--- src/rtl/div_seq_ctrl.sv ---
// div_seq_ctrl: sequencing controller for the shared iterative restoring divider
module div_seq_ctrl #(
  parameter int XLEN  = 32,
  parameter int STEPS = 32
) (
  input  logic            clk,
  input  logic            reset,
  input  logic            div_req,
  input  logic [3:0]      div_op,
  input  logic [XLEN-1:0] div_src1,
  input  logic [XLEN-1:0] div_src2,
  output logic            div_ready,
  input  logic            div_cancel,
  output logic            res_valid,
  input  logic            res_ack,
  output logic [XLEN-1:0] div_result,
  output logic            div_busy
);
  localparam int CW = $clog2(STEPS);
  typedef enum logic [1:0] {IDLE, CALC, DONE} state_t;
  state_t state, state_nx;
  logic [CW-1:0] cnt;
  logic [XLEN-1:0] quo, dvs, rem;
  logic op_div, q_neg, r_neg;
  logic in_signed, in_div, src2_zero, accept, last;
  logic [XLEN-1:0] mag1, mag2, zero_res, rem_nx, quo_nx, calc_res;
  logic [XLEN:0] shifted, diff;
  assign in_signed = div_op[3] | div_op[2];
  assign in_div    = (div_op[3] | div_op[1]) & ~(div_op[2] | div_op[0]);
  assign src2_zero = div_src2 == '0;
  assign mag1      = (in_signed & div_src1[XLEN-1]) ? -div_src1 : div_src1;
  assign mag2      = (in_signed & div_src2[XLEN-1]) ? -div_src2 : div_src2;
  assign zero_res  = in_div ? '1 : div_src1;
  assign accept    = div_req & div_ready & ~div_cancel;
  assign last      = cnt == CW'(STEPS - 1);
  // one restoring step: shift in the next dividend bit, trial-subtract, keep on non-negative
  assign shifted   = {rem, quo[XLEN-1]};
  assign diff      = shifted - {1'b0, dvs};
  assign rem_nx    = diff[XLEN] ? shifted[XLEN-1:0] : diff[XLEN-1:0];
  assign quo_nx    = {quo[XLEN-2:0], ~diff[XLEN]};
  assign calc_res  = op_div ? (q_neg ? -quo_nx : quo_nx) : (r_neg ? -rem_nx : rem_nx);
  // state register
  always_ff @(posedge clk)
    state <= reset ? IDLE : state_nx;
  // next state; cancel overrides both ack and a new request
  always_comb begin
    state_nx = state;
    if (div_cancel) state_nx = IDLE;
    else if (state == IDLE && div_req) state_nx = src2_zero ? DONE : CALC;
    else if (state == CALC && last) state_nx = DONE;
    else if (state == DONE && res_ack) state_nx = IDLE;
  end
  // handshake and status outputs decoded from state
  always_comb begin
    div_ready = state == IDLE;
    res_valid = state == DONE;
    div_busy  = state != IDLE;
  end
  // operand latch, iteration and result register
  always_ff @(posedge clk) begin
    if (reset) begin
      cnt        <= '0;
      quo        <= '0;
      dvs        <= '0;
      rem        <= '0;
      op_div     <= 1'b0;
      q_neg      <= 1'b0;
      r_neg      <= 1'b0;
      div_result <= '0;
    end else if (div_cancel) begin
      cnt <= '0;
    end else if (accept) begin
      cnt    <= '0;
      quo    <= mag1;
      dvs    <= mag2;
      rem    <= '0;
      op_div <= in_div;
      q_neg  <= in_signed & (div_src1[XLEN-1] ^ div_src2[XLEN-1]);
      r_neg  <= in_signed & div_src1[XLEN-1];
      if (src2_zero) div_result <= zero_res;
    end else if (state == CALC) begin
      cnt <= cnt + CW'(1);
      quo <= quo_nx;
      rem <= rem_nx;
      if (last) div_result <= calc_res;
    end
  end
endmodule
--- config.mk ---
export PLATFORM = sky130hd
export DESIGN_NAME = div_seq_ctrl
export DESIGN_NICKNAME = d
export VERILOG_FILES = /design/src/rtl/div_seq_ctrl.sv
export SDC_FILE = /design/constraint.sdc
export NUM_CORES = 1
export LEC_CHECK = 0
export CAP_MARGIN = 20
export CORE_MARGIN = 2
export CORE_UTILIZATION = 49
export CTS_BUF_LIST = sky130_fd_sc_hd__clkbuf_8
export CTS_CLUSTER_SIZE = 40
export DETAILED_ROUTE_END_ITERATION = 10
export PLACE_DENSITY = 0.84
export RECOVER_POWER = 25
export SETUP_SLACK_MARGIN = 0.3
export SYNTH_ARGS = -nofsm -noshare
export SYNTH_HDL_FRONTEND = slang
export SYNTH_SLANG_ARGS = --single-unit
--- constraint.sdc ---
create_clock -name clk -period 4.15 [get_ports clk]
set_input_delay 0.415 -clock clk [delete_from_list [all_inputs] [get_ports clk]]
set_output_delay 0.415 -clock clk [all_outputs]
set_load 0.005 [all_outputs]
; Word-level counts from Yosys, hierarchy flattened
; Index checks and enable logic that the tools add are counted.
[op_classes]
add_sub_neg = 6
n_mul = 0
div_mod_pow = 0
order_cmp = 0
n_eq_ne = 4
shift = 0
mux = 19
n_bitwise = 13
reduce_logical = 14
[op_table]
columns = op, n
row1 = 2-to-1 mux 32 bit, 15
row2 = negation 32 bit, 4
row3 = subtractor 33 x 32 -> 33 bit, 1
row4 = logical NOT 32 bit, 1
row5 = 2-to-1 mux 2 bit, 4
row6 = AND 1 bit, 6
row7 = nonzero test 2 bit, 3
row8 = adder 5 x 1 -> 5 bit (second input constant), 1
row9 = equality test 5 bit (second input constant), 1
row10 = AND reduction 2 bit, 2
row11 = AND reduction 4 bit, 1
row12 = logical AND 1 bit, 3
row13 = inverter 1 bit, 3
row14 = OR 1 bit, 3
row15 = nonzero test 3 bit, 1
row16 = OR reduction 3 bit, 1
row17 = equality test 2 x 1 -> 1 bit (second input constant), 1
row18 = equality test 2 bit (second input constant), 1
row19 = logical NOT 2 bit, 1
row20 = != test 2 bit (second input constant), 1
row21 = OR reduction 2 bit, 1
row22 = XOR 1 bit, 1
[totals]
regBits = 138
latchBits = 0
mem_bits_rw = 0
rom_bits = 0
in_bits = 73
memories = 0

; Depth between registers and ports, before layout
; Gate-level depths: netlist (run 1).
[logic_depth]
depth_word = 8
mapped_depth = 23
mapped_depth_nobuf = 21

; Least setup slack after synthesis (run 1)
; OpenSTA, ideal clock, no wires.
[synth_timing]
path_kind = register -> register
startpoint = register quo[31]
endpoint = register div_result[24]
setup_time_ns = 0.076
arrival_ns = 4.545
required_ns = 4.074
setup_slack_ns = -0.470
path_stages_with_launch = 24
n_path_buf = 2
synth_period_minus_slack_ns = 4.620
path_cell_list = dfxtp_1 -> inv_1 -> ha_1 -> inv_1 -> fa_1 -> a211oi_2 -> o211ai_2 -> nand4_2 -> a2111oi_4 -> o21a_1 -> nor2_4 -> inv_2 -> buf_2 -> buf_1 -> nor2_1 -> a21oi_1 -> ha_1 -> nand3_1 -> a2111oi_0 -> a41oi_1 -> nor2_1 -> nand3b_1 -> mux2_1 -> o22ai_1
[synth_via]
elab_chain_cells = 8
elab_cells_between_ends = 11
[synth_rtl]
columns = item, line_no
row1 = start: declaration, 23  ; logic [XLEN-1:0] quo, dvs, rem;
row2 = start signal: assignment, 74  ; quo <= mag1;
row3 = start signal: assignment, 83  ; quo <= quo_nx;
row4 = subtractor 33 x 32 -> 33 bit, 38  ; assign diff = shifted - {1'b0, dvs};
row5 = 2-to-1 mux 32 bit or inverter 1 bit (tied branches), "39, 40"
row6 = negation 32 bit, 41  ; assign calc_res = op_div ? (q_neg ? -quo_nx : quo_nx) : (r_neg ? -rem_nx : rem_nx);
row7 = 2-to-1 mux 32 bit, 41
row8 = 2-to-1 mux 32 bit *, 41
row9 = 2-to-1 mux 32 bit *, 85  ; if (last) div_result <= calc_res;
row10 = 2-to-1 mux 32 bit *, 81  ; end else if (state == CALC) begin
row11 = 2-to-1 mux 32 bit *, 72  ; end else if (accept) begin
row12 = end signal: assignment, 80  ; if (src2_zero) div_result <= zero_res;
row13 = end signal: assignment, 85
row14 = end: declaration, 16  ; output logic [XLEN-1:0] div_result,
; Mark *: on every way between the ends. The rest lies on a longest branch, timed or not. The select of a mux whose other input is x is not followed.
; A chain may end at the register's enable or synchronous reset.

; Worst setup path after layout (run 1)
[layout_timing]
startpoint = register dvs[5]
endpoint = register div_result[24]
[layout_via]
elab_chain_cells = 8
elab_cells_between_ends = 11
[layout_rtl]
columns = item, line_no
row1 = start: declaration, 23
row2 = start signal: assignment, 75  ; dvs <= mag2;
row3 = subtractor 33 x 32 -> 33 bit *, 38
row4 = 2-to-1 mux 32 bit or inverter 1 bit (tied branches), "39, 40"
row5 = negation 32 bit, 41
row6 = 2-to-1 mux 32 bit, 41
row7 = 2-to-1 mux 32 bit *, 41
row8 = 2-to-1 mux 32 bit *, 85
row9 = 2-to-1 mux 32 bit *, 81
row10 = 2-to-1 mux 32 bit *, 72
; Marks and branches as above.

==> summary.txt, run 1 <==
CTS sink cnt: 138
Largest net degree at the start of global routing: 65
Die Y: 155.7 um
Max Fclk: 0.2490 GHz
Routed Antenna Nets: 0
Core area: 22,640 um^2
Worst setup EP type: register
Sequential fraction of the synthesis area: 24.50%
GRT Overall Usage: 31.36%
Skew final: 0.01664 ns
DR WL/cell: 19.52 um
Fin crit period: 4.017 ns
Setup TNS: 0 ns
Tcrit/Tclk final: 96.78%
Most common cell after layout, fill and taps aside: nor2_1
CTS Buf Count: 17
Syn_area_per_cell: 7.220 um^2
DR iter-0 viols: 1,431
Vias per cell: 6.445
Initial antenna violation count: 0
Post-synthesis cell count: 1,562
Hold path depth: 2
CTS Root Buffer Type: clkbuf_8
Endpoints failing hold: 0
Finished Core Util: 64.57%
Die Width: 155.7 um
Peak VDD IR: 0.1725 mV
EDFF count, synth: 0
Leakage: 0.005542 uW
Clock latency at the later pin of the worst-skew pair: 0.47 ns
Relative slew slack: 31.16%
Pwr dens: 258.8 nW/um^2
Number of global-route vias before repair: 11.97k
R2R depth: 20
Nets@finish: 1,856
Die area: 24,250 um^2
Routability Congestion: 1.000
Drt first pass iters: 6
First-pass GRT wire length: 61,120 um
Layout area overhead: 29.62%
Post-synth top flop: dfxtp_1
Rows: 55
Detailed-route wire length: 39,860 um
Min-delay worst type: register to register
PortBufs: 107
Yosys warning count: 0
Count of cell types in the netlist: 87
FF+latch area: 2774 um^2
# Max-Cap Violations: 0
RSZ-0062 raised after global routing: true
Outcome: finished clean
Htree depth: 4
CP Launch Type: register
Detail Placement HPWL: 29,100 um
CP arrival: 4.40 ns
Multi-input logic area: 8524 um^2
CTS tree: yes
Layout cells sized above 1: 17.13%
Largest area contributor in the netlist: dfxtp_1
Maximum root-to-sink buffer count: 2
Global route overflow: 0
Slew @ Worst Pin: 1.029 ns
DRC: 0
Post-Syn Nets: 1,674
CTS Hold Bufs: 0
Area contributors post-synth: dfxtp_1 (24%), nor2_1 (6.8%), nand2_1 (6.0%)
Register bit total from synthesis: 138
Async S/R FF share, synth: 0%
Setup CP Type: register to register
Commonest non-fill, non-tap cells in the layout: nor2_1 (198), nand2_1 (180), buf_4 (137), dfxtp_1 (131), a21oi_1 (115)
Number of diodes: 0
Final setup viols: 0
Initial core utilization: 49.81%
Syn Std Cell Area: 11,280 um^2
Slew Limit Fails: 0
Fillers: 1,877
I/O Pins: 108
Post-synth top area share: 24.50%
Clock Pin Slew Worst Setup and Hold Paths: 0.09 ns
Req. time, crit path: 4.54 ns
Crit Path Max Fanout: 5
Via count: 13.16k
## path summary, 6_finish.rpt
kind	start	endpoint	slack (ns)
worst max register to register	dvs[5]	div_result[24]	0.13
worst min-delay path	div_result[11]	div_result[11]	0.44
worst max-delay path	dvs[5]	div_result[24]	0.13
worst min register to register	div_result[11]	div_result[11]	0.44
## metal layers
metal / vias up / global-route usage (%) / wire length (um)
met5: - / 0 / 0
met4: 0 / 13.98 / 1981
met3: 156 / 6.028 / 3767
met2: 779 / 51.12 / 18140
met1: 6154 / 40.32 / 15960
li1: 6072 / - / -
## logic make-up (layout without fill, tap and decap cells)
group | after synthesis | count (layout) | synth area share [%]
xor gates and xnor gates | 120 | 120 | 9.319
buffers and inverters | 154 | 349 | 5.447
DFF | 138 | 138 | 24.50
and+or+nand+nor | 585 | 585 | 23.64
muxes | 33 | 33 | 3.051
AOI/OAI and AO/OA | 493 | 493 | 29.65
adders and majority gates | 39 | 39 | 4.393
## worst max-delay path, stage by stage, from the launching register on
cell and delay, ns:
dfxtp_2 0.33, inv_1 0.04, ha_1 0.32, buf_4 0.16
a21oi_1 0.33, o211ai_2 0.20, nand4_2 0.16, a2111oi_4 0.10
o21a_1 0.24, nor2_4 0.17, mux2_4 0.33, inv_2 0.06
ha_4 0.16, nand3_4 0.08, a2111oi_4 0.23, a41oi_2 0.10
buf_6 0.19, nor2_4 0.10, nand3b_1 0.16, mux2_4 0.34
o22ai_2 0.13
## registers in the layout (all words and copies together), names as in the netlist
| signal | cells |
|---|---|
| r_neg | 1 |
| quo | 32 |
| cnt | 5 |
| q_neg | 1 |
| rem | 32 |
| op_div | 1 |
| div_result | 32 |
| dvs | 32 |
| state | 2 |
## area by class of cell
class                   instances  area share, %
repair buffers                259          16.01
inverters                      58          1.523
clock buffers                  17          1.600
multi-input cells            1270          58.31
clock inverters                15          1.138
flip-flops and latches        138          18.97
well taps                     285          2.439
## synth_stat cells (all sizes together), types with 22 or more instances
cell type,number
a211oi,33
a21oi,127
a311oi,22
a31oi,42
buf,22
clkbuf,74
dfxtp,138
ha,38
inv,58
mux2i,25
nand2,181
nand3,31
nor2,207
nor3,49
o21ai,101
o31ai,30
xnor2,74
xor2,46
## power by group
| part | switching (uW) | internal [uW] |
|---|---|---|
| registers | 46.6 | 1370 |
| logic | 700 | 507 |
| clock network | 616 | 545 |
| total | 1360 | 2420 |
## per-stage QoR
| stage | setup WS (ns) | area (um^2) | hold slack (ns) | total power [uW] | std cells |
|---|---|---|---|---|---|
| after floorplan | 0.004230 | 11420 | 0.4319 | 2113 | 1562 |
| after global placement | 0.03273 | 13430 | 0.4248 | 2473 | 1988 |
| after detailed placement | -0.06343 | 13430 | 0.4362 | 2491 | 1988 |
| after CTS | 0.1524 | 14090 | 0.4490 | 3682 | 2027 |
| after global routing | -0.06435 | 14620 | 0.4791 | 3940 | 2042 |
| final | 0.1335 | 14620 | 0.4402 | 3784 | 2042 |
## what timing repair did
action	4_1_cts	5_1_grt
setup buffers	6	12
pin swaps	16	26
cloned	1	2
gates resized for setup	34	76
setup endpoints to repair	22	26
Note: power is estimated with default switching activity, not from simulation.
==> run 2: changes to the inputs <==
- CTS_CLUSTER_SIZE: 40 -> not set
==> results of run 2 <==
Same layout as run 1: the final DEF is identical, and so are final timing and power.
